File: src/rtl/prefix_pkg.sv
// prefix_pkg: shared types and constants for the x86 prefix tracker.
//   prefix_kind_t  - prefix byte class reported by the decoder
//   prefix_state_t - instruction-phase state of the tracker
//   ES..GS         - segment register indices
//   sr_in_range    - true when a segment index names a register that exists
package prefix_pkg;

    typedef enum logic [1:0] {
        SEG   = 2'd0,
        REP   = 2'd1,
        REPNE = 2'd2,
        LOCK  = 2'd3
    } prefix_kind_t;

    typedef enum logic [1:0] {
        IDLE    = 2'd0,
        COLLECT = 2'd1,
        EXEC    = 2'd2
    } prefix_state_t;

    localparam int ES = 0;
    localparam int CS = 1;
    localparam int SS = 2;
    localparam int DS = 3;
    localparam int FS = 4;
    localparam int GS = 5;

    // Compared as int so the check stays meaningful when the index field
    // is exactly wide enough for the register count.
    function automatic logic sr_in_range(input int idx, input int num_sr);
        return (idx < num_sr) ? 1'b1 : 1'b0;
    endfunction

endpackage

File: src/rtl/sat_counter.sv
// sat_counter: saturating up-counter with a sticky overflow flag.
//   clk      in  clock
//   reset    in  synchronous active-high reset
//   clear    in  zero count and overflow; applied before inc in the same cycle
//   inc      in  increment request
//   count    out current count, saturates at MAX
//   overflow out set when an increment is requested while already at MAX
module sat_counter #(
    parameter int MAX = 15,
    parameter int W   = 4
) (
    input  logic         clk,
    input  logic         reset,
    input  logic         clear,
    input  logic         inc,
    output logic [W-1:0] count,
    output logic         overflow
);

    logic [W-1:0] base_count_s;
    logic         base_ovf_s;
    logic [W-1:0] count_next_s;
    logic         ovf_next_s;

    // Next count/overflow: clear first, then apply the increment.
    always_comb begin
        base_count_s = count;
        base_ovf_s   = overflow;
        if (clear) begin
            base_count_s = {W{1'b0}};
            base_ovf_s   = 1'b0;
        end else begin
            base_count_s = count;
            base_ovf_s   = overflow;
        end
        count_next_s = base_count_s;
        ovf_next_s   = base_ovf_s;
        if (inc && (base_count_s == W'(MAX))) begin
            ovf_next_s = 1'b1;
        end else if (inc) begin
            count_next_s = base_count_s + W'(1);
        end else begin
            count_next_s = base_count_s;
        end
    end

    // Count and overflow registers.
    always_ff @(posedge clk) begin
        if (reset) begin
            count    <= {W{1'b0}};
            overflow <= 1'b0;
        end else begin
            count    <= count_next_s;
            overflow <= ovf_next_s;
        end
    end

endmodule

File: src/rtl/prefix_tracker.sv
// prefix_tracker: collects x86 prefixes between instruction boundaries and
// selects the segment register for memory operands.
//   clk, reset           clock, synchronous active-high reset
//   next_instruction     boundary strobe, clears all prefix state
//   prefix_valid/kind/sr decoder prefix byte strobe, class and segment index
//   opcode_start         opcode consumed, prefix collection ends
//   force_segment        microcode select overrides everything
//   bp_is_base           address uses BP, default segment becomes BP_SR
//   microcode_sr_rd_sel  microcode default segment
//   sr_rd_sel            segment register read select (combinational)
//   override_active, rep_active, rep_ne, lock_active   prefix flags
//   prefix_count, prefix_overflow                      saturating prefix count
module prefix_tracker
    import prefix_pkg::*;
#(
    parameter int NUM_SR       = 4,
    parameter int MAX_PREFIXES = 15,
    parameter int BP_SR        = 2,
    localparam int SR_W        = $clog2(NUM_SR),
    localparam int CNT_W       = $clog2(MAX_PREFIXES + 1)
) (
    input  logic             clk,
    input  logic             reset,
    input  logic             next_instruction,
    input  logic             prefix_valid,
    input  prefix_kind_t     prefix_kind,
    input  logic [SR_W-1:0]  prefix_sr,
    input  logic             opcode_start,
    input  logic             force_segment,
    input  logic             bp_is_base,
    input  logic [SR_W-1:0]  microcode_sr_rd_sel,
    output logic [SR_W-1:0]  sr_rd_sel,
    output logic             override_active,
    output logic             rep_active,
    output logic             rep_ne,
    output logic             lock_active,
    output logic [CNT_W-1:0] prefix_count,
    output logic             prefix_overflow
);

    prefix_state_t   state_r;
    prefix_state_t   state_next_s;
    prefix_state_t   base_state_s;
    logic            accept_s;
    logic            seg_now_s;
    logic [SR_W-1:0] seg_sr_s;
    logic [SR_W-1:0] override_r;

    // A boundary in the same cycle re-opens collection, so a prefix arriving
    // with next_instruction is accepted even from EXEC.
    assign accept_s  = prefix_valid && (next_instruction || (state_r != EXEC));
    assign seg_now_s = prefix_valid && (prefix_kind == SEG);
    assign seg_sr_s  = sr_in_range(int'(prefix_sr), NUM_SR) ? prefix_sr : microcode_sr_rd_sel;

    // Next-state logic; the boundary strobe is folded in as "start from IDLE".
    always_comb begin
        base_state_s = state_r;
        state_next_s = state_r;
        if (next_instruction) begin
            base_state_s = IDLE;
        end else begin
            base_state_s = state_r;
        end
        case (base_state_s)
            IDLE: begin
                if (opcode_start) begin
                    state_next_s = EXEC;
                end else if (prefix_valid) begin
                    state_next_s = COLLECT;
                end else begin
                    state_next_s = IDLE;
                end
            end
            COLLECT: begin
                if (opcode_start) begin
                    state_next_s = EXEC;
                end else begin
                    state_next_s = COLLECT;
                end
            end
            EXEC:    state_next_s = EXEC;
            default: state_next_s = IDLE;
        endcase
    end

    // State register.
    always_ff @(posedge clk) begin
        if (reset) begin
            state_r <= IDLE;
        end else begin
            state_r <= state_next_s;
        end
    end

    // Prefix flags: boundary clears, then an accepted prefix sets its flag.
    always_ff @(posedge clk) begin
        if (reset) begin
            override_r      <= {SR_W{1'b0}};
            override_active <= 1'b0;
            rep_active      <= 1'b0;
            rep_ne          <= 1'b0;
            lock_active     <= 1'b0;
        end else begin
            if (next_instruction) begin
                override_r      <= {SR_W{1'b0}};
                override_active <= 1'b0;
                rep_active      <= 1'b0;
                rep_ne          <= 1'b0;
                lock_active     <= 1'b0;
            end
            if (accept_s) begin
                case (prefix_kind)
                    SEG: begin
                        override_r      <= seg_sr_s;
                        override_active <= 1'b1;
                    end
                    REP: begin
                        rep_active <= 1'b1;
                        rep_ne     <= 1'b0;
                    end
                    REPNE: begin
                        rep_active <= 1'b1;
                        rep_ne     <= 1'b1;
                    end
                    LOCK:    lock_active <= 1'b1;
                    default: lock_active <= lock_active;
                endcase
            end
        end
    end

    sat_counter #(
        .MAX (MAX_PREFIXES),
        .W   (CNT_W)
    ) u_count (
        .clk      (clk),
        .reset    (reset),
        .clear    (next_instruction),
        .inc      (accept_s),
        .count    (prefix_count),
        .overflow (prefix_overflow)
    );

    // Segment select priority: microcode force, live SEG prefix bypass,
    // latched override, BP default, microcode default.
    always_comb begin
        sr_rd_sel = microcode_sr_rd_sel;
        if (force_segment) begin
            sr_rd_sel = microcode_sr_rd_sel;
        end else if (seg_now_s) begin
            sr_rd_sel = seg_sr_s;
        end else if (override_active) begin
            sr_rd_sel = override_r;
        end else if (bp_is_base) begin
            sr_rd_sel = SR_W'(BP_SR);
        end else begin
            sr_rd_sel = microcode_sr_rd_sel;
        end
    end

endmodule

File: config.mk
export PLATFORM = sky130hd
export DESIGN_NAME = prefix_tracker
export DESIGN_NICKNAME = d
export VERILOG_FILES = /design/src/rtl/prefix_pkg.sv /design/src/rtl/sat_counter.sv /design/src/rtl/prefix_tracker.sv
export SDC_FILE = /design/constraint.sdc
export NUM_CORES = 1
export LEC_CHECK = 0
export BUFFER_PORTS_ARGS = -buffer_cell sky130_fd_sc_hd__buf_2
export CAP_MARGIN = 20
export CORE_ASPECT_RATIO = 1.2
export CORE_MARGIN = 1
export CORE_UTILIZATION = 42
export DETAILED_ROUTE_END_ITERATION = 10
export PLACE_DENSITY_LB_ADDON = 0.2
export RECOVER_POWER = 25
export SYNTH_ARGS = -nofsm -noshare
export SYNTH_HDL_FRONTEND = slang
export SYNTH_HIERARCHICAL = 1
export SYNTH_SLANG_ARGS = --single-unit
File: constraint.sdc
create_clock -name clk -period 1.7 [get_ports clk]
set_input_delay 0.34 -clock clk [delete_from_list [all_inputs] [get_ports clk]]
set_output_delay 0.34 -clock clk [all_outputs]
set_load 0.05 [all_outputs]
Word-level counts from Yosys, hierarchy flattened
Index checks and enable logic that the tools add are counted.
Widths: inputs -> output; s select.
Cells by class
  add/subtract/negate cells: 1
  equal/unequal tests: 7
  mux-type cells: 29
  reduce and logical (&&, ||, !) cells: 8
Operators by type and width (count)
  $mux 2: 10
  $mux 1: 14
  $mux 4: 3
  $eq 2x2->1 const B: 3
  $pmux 2 s3: 1
  $add 4x1->4 const B: 1
  $eq 2x1->1 const B: 2
  $eq 4x4->1 const B: 1
  $logic_not 2->1: 2
  $logic_and 1x1->1: 3
  $ne 2x2->1 const B: 1
  $pmux 1 s2: 1
  $reduce_bool 2->1: 1
  $reduce_or 2->1: 1
  $logic_or 1x1->1: 1
Storage, ports and cells
  register bits: 13
  input bits: 13
  word-level logic and storage cells: 53

Longest topological paths before layout
Gate-level depths: netlist of run 1.
  depth in word-level cells: 5
  depth in mapped cells: 6
  mapped depth without buffers: 5

Cells and area by module
The synthesis of run 1 kept the hierarchy.
Modules (own cells, without submodules)
  prefix_tracker: times used 1, cells each 53, area each 446.7 µm², sequential area each 160.2 µm²
  sat_counter: times used 1, cells each 26, area each 244.0 µm², sequential area each 100.1 µm²

Worst setup path before layout of run 1
No wires, ideal clock.
  kind: input -> output
  start: in prefix_kind[0]
  end: out sr_rd_sel[0]
  data arrival time: 1.615 ns
  required time: 1.360 ns
  setup slack: -0.255 ns
  stages on the path: 5
  path buffers: 0
  path through: inv_1 > ha_1 > and3_1 > a31oi_1 > o22ai_1
Between the ends
  longest elaborated chain between the ends: 4
Ends and longest elaborated chain
  start, declared: line prefix_tracker.sv:26  | input prefix_kind_t prefix_kind,
  $logic_not 2->1: line prefix_tracker.sv:52  | assign seg_now_s = prefix_valid && (prefix_kind == SEG);
  $logic_and 1x1->1: line prefix_tracker.sv:52
  $mux 2: line prefix_tracker.sv:150  | end else if (seg_now_s) begin
  $mux 2: line prefix_tracker.sv:148  | if (force_segment) begin
  end, declared: line prefix_tracker.sv:32  | output logic [SR_W-1:0] sr_rd_sel,
No other way between the ends.

Final worst setup path of run 1
  start: in prefix_kind[0]
  end: out sr_rd_sel[1]
The elaborated chain is that of the path after synthesis.

==> key figures, run 1 <==
Global route
  • Antenna violations before repair: 0
  • Total grt overflow: 0
  • Pin count of the biggest net entering global routing: 14
  • First-pass GRT wire length: 2500 um
  • Total global-route track usage: slightly above 20%
  • Vias in the first global route: 663

Power and ir drop
  • Clock Power Share: 27.8%
  • NetSw: approximately 0.00020 W
  • Internal: 0.000475 W
  • Leakage: approximately 0.43 nW
  • Seq pwr share: 47.9%
  • Final total power: 0.000672 W
  • Sw Share: 29.4%
  • Power Dens Cells: 693 mW/mm^2
  • Worst VDD drop: between 0.0004 and 0.0005 V
  • Combinational power share: between 20% and 30%

Job
  • Max-cap violations: 0

STA
  • Max-slew headroom: between 70% and 80%
  • Period utilisation layout: 102%
  • Worst slew pin tran: around 340 ps
  • RSZ-0062 raised after global routing: true
  • Setup-failing EPs final: 1
  • Worst setup margin: -28.9 ps
  • Maximum clock frequency: 578 MHz
  • Clock Skew: ~5.2 ps
  • Min Tclk post-route: 1730 ps
  • Final Hold Fails: 0
  • Max-slew violations: 0

Clocking
  • Num CTS Buffers: 3
  • CTS Buffer Depth: 2
  • CTS tree: done
  • CTS HTree Levels: 1
  • Clock-pin slew on the worst setup and hold paths: ~70 ps
  • CTS Hold Bufs: 0
  • Root Driver: clkbuf_4
  • Clock latency on the worst-skew pair: 270 ps
  • CTS Sinks: 13

Setup path
  • Crit Path Category: input port to output port
  • CP most frequent cell: buf_8
  • Crit path capture type: output port
  • Startpoint types: input port
  • Crit path cell chain: buf_8 > inv_6 > ha_4 > nand2_4 > mux2_4 > o22a_2 > buf_8
  • Worst Path Max Fanout: 4
  • Critical Path AT: 1390 ps
  • CP peak stage delay: roughly 300 ps
  • CP max-delay cell: mux2_4
  • Data required time of the worst path: 1360 ps

Cells and area
  • # diodes: 0
  • Synth-to-Final Area Change: 40.4%
  • Layout cell share with drive strength beyond 1: approximately 44%
  • Commonest non-fill, non-tap cell in the layout: buf_2
  • Final Core Density: 65.4%
  • Fin nets: 130
  • Most frequent cells in the layout: buf_2 (18), dfxtp_1 (11), a21oi_1 (10), buf_4 (9), nand2_1 (5)

Floorplan
  • FP Rows: 15
  • Initial Util: 46.6%
  • Die W: ~40 um
  • Core area: 0.00148 mm^2
  • Total Die Area: 0.00181 mm^2
  • I/O pin cnt: 24
  • Die Span Y: 46.4 um

Synth
  • Unique masters post-synth: 34
  • Yosys warnings: 6
  • Seq cells post-synth: 13
  • Syn Std Cell Area: 691 um^2
  • Post-Syn Instances: 79
  • Net Count, Synth: 96
  • Avg Inst Size Synth: around 8.7 um^2
  • Register area share after synthesis: 37.7%

Routing
  • DRC errors left: 0
  • DRT Pass-1 Iters: 4
  • Drt initial violations: 9
  • Wirelength, routed: between 1500 and 2000 um
  • Via density: 5.57
  • DRT antenna net count: 0
  • DR vias: 719
  • WL/cell: between 10 and 15 um

Placement
  • PortBufs: 23
  • Hpwl dp: 1140 um
  • RD Place Congestion: roughly 0.64

Run status
  • Outcome: finished with violations
  • Failing checks: setup timing

Min path
  • HP Class: input port to register
[registers in the layout, indices dropped and copies added, names as in the netlist]
register and count:
state_r 2, u_count/overflow 1, override_active 1, rep_ne 1, rep_active 1, lock_active 1
override_r 2, u_count/count 4
[worst paths after layout]
| kind | from | to | slack [ps] | cells after the start |
|---|---|---|---|---|
| worst max-delay path | prefix_kind[0] | sr_rd_sel[1] | -30 | 7 |
| worst min-delay path | opcode_start | state_r[0]$_SDFF_PP0_ | 240 | 2 |
| worst max register to register | state_r[1]$_SDFF_PP0_ | u_count/count[3]$_SDFF_PP0_ | 180 | 5 |
| worst min register to register | lock_active$_SDFF_PP0_ | lock_active$_SDFF_PP0_ | 460 | 2 |
[cell type report]
cell class              instances  area (um^2)
clock buffers                   4         26.3
multi-input cells              57          425
well taps                      17         21.3
repair buffers                 32          206
flip-flops and latches         13          263
fillers                       135          513
inverters                       6         27.5
[per-layer routing]
metal | routed length [um] | track usage [%] | share of wire [%] | vias to the layer above
li1 | - | - | - | 353
met1 | 651 | 21.4 | 38 | 341
met2 | 966 | 36.0 | 57 | 21
met3 | 66 | 2.90 | 3.9 | 4
met4 | 21 | 13.1 | 1.2 | 0
met5 | 0 | 0 | 0 | -
[cells in the mapped netlist]
cell	instances	area share (%)
dfxtp_1	13	38
a21oi_1	11	8.0
inv_1	6	3.3
nand2_1	5	2.7
ha_1	4	7.2
nand2b_1	3	2.7
nand4_1	3	2.7
o211ai_1	3	3.3
and2b_2	2	2.5
nand3_1	2	1.4
nor2_1	2	1.1
nor3_1	2	1.4
o21ai_0	2	1.4
a2111oi_0	1	1.3
a31oi_1	1	0.91
a32oi_1	1	1.3
a41oi_1	1	1.3
and2_2	1	1.1
and2b_4	1	1.4
and3_1	1	0.91
and4b_4	1	2.0
buf_4	1	1.1
buf_6	1	1.6
clkbuf_1	1	0.54
mux2_2	1	1.6
nand2_2	1	0.91
nand3b_1	1	1.1
nor2b_1	1	0.91
nor4_1	1	0.91
o22a_1	1	1.3
o22ai_1	1	0.91
o31a_1	1	1.3
or3_1	1	0.91
or3b_1	1	1.3
[metrics by stage]
| stage | cells | area (um^2) | hold WS, ps | TNS [ps] | setup slack [ps] |
|---|---|---|---|---|---|
| after floorplan | 79 | 698 | 409 | 0 | 11.1 |
| after global placement | 124 | 872 | 448 | -251 | -158 |
| after detailed placement | 124 | 872 | 453 | -306 | -196 |
| after CTS | 128 | 938 | 227 | 0 | 3.48 |
| after global routing | 129 | 970 | 241 | -33.6 | -33.6 |
| final | 129 | 970 | 238 | -28.9 | -28.9 |
[worst max-delay path: cells and delay by family]
family,cells,cell delay [ps]
AOI/OAI and AO/OA,1,220
adders and majority gates,1,160
buffers and inverters,3,300
muxes,1,300
and+or+nand+nor,1,70
[kinds of logic (layout without fill, tap and decap cells)]
group / after synthesis / in the layout / share of synthesized area [%]
adder cells (fa/ha/maj): 4 / 4 / 7.25
flip-flops: 13 / 13 / 37.7
AO/OA/AOI/OAI: 23 / 23 / 20.8
AND/OR/NAND/NOR: 29 / 29 / 26.1
multiplexers: 1 / 1 / 1.63
buffers and inverters: 9 / 42 / 6.52
[what timing repair did]
| action | in CTS | in global routing |
|---|---|---|
| endpoints found under the setup margin | 2 | 2 |
| buffers inserted | 0 | 1 |
| resized for setup | 11 | 8 |
| pin swaps | 3 | 2 |
[power by group through the flow]
| stage | Combinational [W] | Clock [W] | Sequential [W] |
|---|---|---|---|
| 2_1_floorplan | 0.0000707 | 0 | 0.000350 |
| 3_3_place_gp | 0.000138 | 0 | 0.000328 |
| 3_5_place_dp | 0.000140 | 0 | 0.000328 |
| 4_1_cts | 0.000155 | 0.000200 | 0.000321 |
| 5_1_grt | 0.000177 | 0.000209 | 0.000323 |
| 6_report | 0.000164 | 0.000187 | 0.000322 |
Note: power is estimated with default switching activity, not from simulation.
==> inputs of run 2 (changes only) <==
Settings changed: CELL_PAD_IN_SITES_DETAIL_PLACEMENT from default to 0, CELL_PAD_IN_SITES_GLOBAL_PLACEMENT from default to 1, CORE_UTILIZATION 42 to 31.
==> run 2 against run 1 <==
  * Via count down 2.4%
  * Largest power group unchanged
  * Final area up 5.5%
  * Die area up 34%
  * The run now ends clean
  * Routed wire length down 7.0%
==> key figures, run 2 (synthesized netlist as in run 1, its figures left out) <==
Run status
  • Outcome: finished, final reports clean

Routing
  • DRC errors left: 0 (unchanged)
  • DRT Pass-1 Iters: 3 (-1)
  • Wirelength, routed: 1590 um (-7.0%)
  • DRT antenna net count: 0 (unchanged)
  • Drt initial violations: 15 (+6)
  • DR vias: 702 (-2.4%)
  • Via density: 4.81 (-14%)
  • WL/cell: 10.9 um (-18%)

STA
  • Final Hold Fails: 0 (unchanged)
  • RSZ-0062 raised after global routing: true
  • Min Tclk post-route: 1700 ps (-30.8 ps)
  • Setup-failing EPs final: 0 (-1)
  • Final setup TNS: 0 ps (+28.9 ps)
  • Maximum clock frequency: 589 MHz (+1.8%)
  • Period utilisation layout: 99.9% (-1.8 points)
  • Clock Skew: 1.73 ps (-3.46 ps)
  • Max-slew headroom: 77.8% (+0.98 points)
  • Max-slew violations: 0 (unchanged)
  • Worst slew pin tran: 325 ps (-14.3 ps)

Setup path
  • Worst Path Max Fanout: 4 (unchanged)
  • CP Launch Point: prefix_kind[0]
  • Terminus of the critical flop-to-flop path: u_count/count[3]$_SDFF_PP0_
  • FF-to-FF Start: state_r[1]$_SDFF_PP0_
  • WP buf/inv: 3 (unchanged)
  • Worst Reg-to-Reg Cells: 5 (unchanged)
  • Critical Path AT: 1360 ps (-30 ps)
  • CP most frequent cell: buf_8
  • CP top delay family: buffers and inverters
  • Startpoint types: input port
  • Data required time of the worst path: 1360 ps (about the same)
  • Crit Path Category: input port to output port
  • Crit path cell chain: buf_8 > inv_4 > ha_4 > nand2_4 > mux2_4 > o22a_2 > buf_8
  • CP peak stage delay: 290 ps (about the same)
  • Crit path capture type: output port
  • Internal reg-to-reg setup slack: 180 ps (about the same)
  • CP max-delay cell: mux2_4

Global route
  • Vias in the first global route: 584 (-12%)
  • First-pass GRT wire length: 2580 um (+3.3%)
  • Pin count of the biggest net entering global routing: 14 (unchanged)
  • Total grt overflow: 0 (unchanged)
  • Total global-route track usage: 14.9% (-5.3 points)
  • Antenna violations before repair: 0 (unchanged)

Min path
  • Worst hold start: opcode_start
  • Worst Hold Endpoint: state_r[0]$_SDFF_PP0_
  • HP Class: input port to register
  • Hold path cells: 2 (unchanged)

Job
  • Max-cap violations: 0 (unchanged)

Floorplan
  • Die Span Y: 53.7 um (+16%)
  • Total Die Area: 0.00242 mm^2 (+34%)
  • FP Rows: 18 (+3)
  • Core area: 0.00207 mm^2 (+40%)
  • Initial Util: 33.3% (-13 points)
  • I/O pin cnt: 24 (unchanged)
  • Die W: 45.1 um (+16%)

Clocking
  • CTS HTree Levels: 1 (unchanged)
  • Num CTS Buffers: 3 (unchanged)
  • Clock latency on the worst-skew pair: 270 ps (about the same)
  • CTS Sinks: 13 (unchanged)
  • CTS tree: done
  • Clock-pin slew on the worst setup and hold paths: 90 ps (+20 ps)
  • CTS Buffer Depth: 2 (unchanged)
  • Root Driver: clkbuf_4

Power and ir drop
  • Worst VDD drop: 0.000389 V (-18%)
  • Power Dens Cells: 669 mW/mm^2 (-3.5%)
  • Leakage: 0.458 nW (+5.4%)

Cells and area
  • Commonest non-fill, non-tap cell in the layout: buf_2
  • Fin nets: 134 (+3.1%)
  • Synth-to-Final Area Change: 48.2%
  • Largest regs: u_count/count x4, override_r x2, state_r x2
  • Most frequent cells in the layout: buf_2 (19), buf_4 (12), a21oi_1 (11), dfxtp_1 (11), nand2_1 (5)
  • # fillers: 231 (+71%)
  • Post-route cell area: 0.00102 mm^2 (+5.5%)
  • Layout cell share with drive strength beyond 1: 46.6% (+2.8 points)
  • Max reg flops: 4 (unchanged)
  • Top reg by flops: u_count/count
  • # diodes: 0 (unchanged)

Placement
  • PortBufs: 23 (unchanged)
  • Hpwl dp: 1200 um (+4.7%)
  • RD Place Congestion: 0.748 (+17%)
  • Post-Place Cell Area: 918 um^2 (+5.3%)
==> run 2: cell types whose count changed in the layout (fill, tap and decap cells not counted), sizes merged <==
| cell | change |
|---|---|
| clkbuf | -1 |
| buf | +5 |
==> run 2: area by class of cell <==
type	count	area [um^2]	area share, %
tap	30	37.5	3.67
inverter	6	25.0	2.44
clock buffer	4	26.3	2.57
sequential	13	265	25.9
multi-input combinational	57	428	41.8
timing repair buffer	36	241	23.6
==> run 2: layer usage <==
| layer | wire length, um | track usage, % | vias to the layer above |
|---|---|---|---|
| met5 | 0 | 0 | - |
| met4 | 0 | 4.55 | 0 |
| met3 | 44 | 5.03 | 0 |
| met2 | 793 | 24.2 | 8 |
| met1 | 748 | 18.4 | 330 |
| li1 | - | - | 364 |
==> run 2: metrics by stage <==
stage / instances / total power, W / hold slack [ps] / setup WS (ps) / util, %
after CTS: 146 / 0.000684 / 223 / 4.18 / 47.5
after detailed placement: 141 / 0.000474 / 458 / -188 / 44.3
final: 146 / 0.000685 / 233 / 1.89 / 49.4
after global placement: 141 / 0.000473 / 448 / -149 / 44.3
after global routing: 146 / 0.000732 / 221 / -39.6 / 49.4
after floorplan: 79 / 0.000420 / 409 / 11.1 / -
==> run 2: what timing repair did <==
action	CTS	global route
hold buffers	0	0
pin swaps	3	3
resized for setup	10	11
setup endpoints to repair	2	2
buffers inserted	1	0
==> run 2: worst register-to-register path: stages (launching register included) <==
cell and delay (ps):
dfxtp_1 340, or3b_1 360, and2_2 210, nand4_1 100, nor3_1 50, a2111oi_0 350
==> run 2: worst max path at each step <==
stage / to / depth (start not counted)
detailed placement: sr_rd_sel[1] / 7
CTS: sr_rd_sel[1] / 7
global route: sr_rd_sel[1] / 7
global placement: sr_rd_sel[1] / 7
floorplan: sr_rd_sel[1] / 5
finish: sr_rd_sel[1] / 7
==> run 2: power by group <==
part           total (W)  switching (W)  internal (W)
Combinational   0.000166      0.0000924     0.0000738
Sequential      0.000321     0.00000732      0.000314
Clock           0.000198       0.000107     0.0000909
==> inputs of run 3 (changes only) <==
Settings changed: CORE_ASPECT_RATIO 1.2 to 1.5.
==> run 3 against run 2 <==
  * Register-to-register slack gained 30 ps
  * Global-route usage up 2.1 points
  * Combinational power is essentially flat
  * Power decreased by 1.7%
  * Clock skew fell by 0.81 ps
  * Count of clock-buffer cells in the layout unchanged
  * Final cell count shrank 6.8%
  * Final area decreased by 2.9%
  * Critical endpoint unchanged
  * Largest power group unchanged
  * Highest routed layer is now met4
==> key figures, run 3 (synthesized netlist as in run 1, its figures left out) <==
Cells and area
  • Max reg flops: 4 (unchanged)
  • Top reg by flops: u_count/count
  • Largest regs: u_count/count x4, override_r x2, state_r x2
  • Layout cell share with drive strength beyond 1: 43.9% (-2.7 points)
  • Post-route cell area: 993 um^2 (-2.9%)
  • Final Core Density: 48.4% (-0.98 points)
  • Commonest non-fill, non-tap cell in the layout: buf_2
  • Synth-to-Final Area Change: 43.8%
  • Fin nets: 132 (-1.5%)
  • # diodes: 0 (unchanged)
  • Most frequent cells in the layout: buf_2 (19), dfxtp_1 (12), a21oi_1 (11), buf_4 (9), nand2_1 (5)

Setup path
  • CP peak stage delay: 300 ps (about the same)
  • Crit path cell chain: buf_6 > inv_2 > ha_4 > nand2_4 > mux2_4 > o22a_2 > buf_8
  • Critical Path AT: 1340 ps (-20 ps)
  • Startpoint types: input port
  • Worst Path Max Fanout: 3 (-1)
  • WP buf/inv: 3 (unchanged)
  • Internal reg-to-reg setup slack: 210 ps (+30 ps)
  • CP max-delay cell: mux2_4
  • Crit path capture type: output port
  • Data required time of the worst path: 1360 ps (about the same)
  • Crit Path Category: input port to output port
  • CP top delay family: buffers and inverters

Clocking
  • CTS HTree Levels: 1 (unchanged)
  • Clock latency on the worst-skew pair: 270 ps (about the same)
  • Root Driver: clkbuf_4
  • CTS Sinks: 13 (unchanged)
  • CTS Buffer Depth: 2 (unchanged)
  • CTS tree: done
  • Clock-pin slew on the worst setup and hold paths: 80 ps (about the same)
  • Num CTS Buffers: 3 (unchanged)

STA
  • RSZ-0062 raised after global routing: false
  • Max-slew violations: 0 (unchanged)
  • Worst setup margin: 19.9 ps (+18.0 ps)
  • Hold WS: 242 ps (+8.60 ps)
  • Final setup TNS: 0 ps (unchanged)
  • Min Tclk post-route: 1680 ps (-18.0 ps)
  • Setup-failing EPs final: 0 (unchanged)
  • Clock Skew: 0.923 ps (-0.809 ps)
  • Maximum clock frequency: 595 MHz (+1.1%)
  • Max-slew headroom: 79.5% (+1.7 points)
  • Worst slew pin tran: 300 ps (-24.9 ps)
  • Final Hold Fails: 0 (unchanged)
  • Period utilisation layout: 98.8% (-1.1 points)

Global route
  • Antenna violations before repair: 0 (unchanged)
  • First-pass GRT wire length: 2790 um (+8.0%)
  • Total grt overflow: 0 (unchanged)
  • Total global-route track usage: 16.9% (+2.1 points)
  • Vias in the first global route: 729 (+25%)
  • Pin count of the biggest net entering global routing: 14 (unchanged)

Power and ir drop
  • Worst VDD drop: 0.000296 V (-24%)
  • Clock Power Share: 27.9% (-1.0 points)
  • Seq pwr share: 47.7% (+0.8 points)
  • Combinational power share: 24.5% (+0.2 points)
  • Power Dens Cells: 678 mW/mm^2 (+1.3%)
  • Sw Share: 29.5% (-0.67 points)
  • NetSw: 0.000199 W (-3.9%)
  • Leakage: 0.442 nW (-3.6%)
  • Internal: 0.000475 W (-0.77%)

Min path
  • HP Class: input port to register

Floorplan
  • FP Rows: 20 (+2)
  • Initial Util: 33.7% (+0.33 points)
  • Die Span Y: 59.8 um (+11%)
  • I/O pin cnt: 24 (unchanged)
  • Core area: 0.00205 mm^2 (-0.97%)
  • Die W: 40.5 um (-10%)
  • Total Die Area: 0.00242 mm^2 (+0.13%)

Routing
  • DR vias: 725 (+3.3%)
  • Wirelength, routed: 1770 um (+11%)
  • DRT antenna net count: 0 (unchanged)
  • DRT Pass-1 Iters: 4 (+1)
  • Via density: 5.33 (+11%)
  • DRC errors left: 0 (unchanged)
  • Drt initial violations: 5 (-10)
  • WL/cell: 13.0 um (+19%)

Placement
  • Setup Slack @ Placement: -154 ps (+34.1 ps)
  • Hpwl dp: 1320 um (+10%)
  • PortBufs: 23 (unchanged)
  • Post-Place Cell Area: 893 um^2 (-2.7%)
  • RD Place Congestion: 0.721 (-3.6%)

Run status
  • Outcome: finished, final reports clean

Job
  • Max-cap violations: 0 (unchanged)
## run 3: cell count changes in the layout (fill, tap and decap cells not counted), sizes merged
cell / delta
buf: -3
clkbuf: +1
## run 3: power groups by stage
stage          Combinational [W]  Sequential [W]  Clock (W)
2_1_floorplan          0.0000707        0.000350          0
3_3_place_gp            0.000144        0.000328          0
3_5_place_dp            0.000145        0.000328          0
4_1_cts                 0.000161        0.000322   0.000202
5_1_grt                 0.000177        0.000322   0.000211
6_report                0.000165        0.000321   0.000188
## run 3: layout make-up
cell class / instances / area (um^2)
Multi-Input combinational cell: 57 / 434
Tap cell: 22 / 27.5
Inverter: 6 / 22.5
Fill cell: 210 / 1060
Clock buffer: 4 / 26.3
Timing Repair Buffer: 34 / 219
Sequential cell: 13 / 264
## run 3: per-layer routing
metal  part of all wire [%]  global-route usage (%)  vias up
met2                     57                    32.4       22
met1                     38                    15.1      344
met5                      0                       0        -
met4                   0.96                    10.0        0
met3                    4.1                    2.23        2
li1                       -                       -      357
## run 3: through the flow
step / std cells / power, W
3_3_place_gp: 131 / 0.000473
2_1_floorplan: 79 / 0.000420
5_1_grt: 136 / 0.000710
4_1_cts: 135 / 0.000685
6_report: 136 / 0.000673
3_5_place_dp: 131 / 0.000473
## run 3: worst paths after layout
path | end | startpoint | cells after the start
max | sr_rd_sel[1] | prefix_kind[0] | 7
min | state_r[0]$_SDFF_PP0_ | opcode_start | 2
max reg2reg | u_count/count[3]$_SDFF_PP0_ | state_r[1]$_SDFF_PP0_ | 5
min reg2reg | lock_active$_SDFF_PP0_ | lock_active$_SDFF_PP0_ | 2
## run 3: timing repair
| item | 4_1_cts | 5_1_grt |
|---|---|---|
| resized for setup | 13 | 4 |
| pin swaps | 4 | 3 |
| hold buffers | 0 | 0 |
| hold endpoints to repair | 0 | 0 |
| setup endpoints to repair | 2 | 2 |
| setup buffers | 0 | 1 |
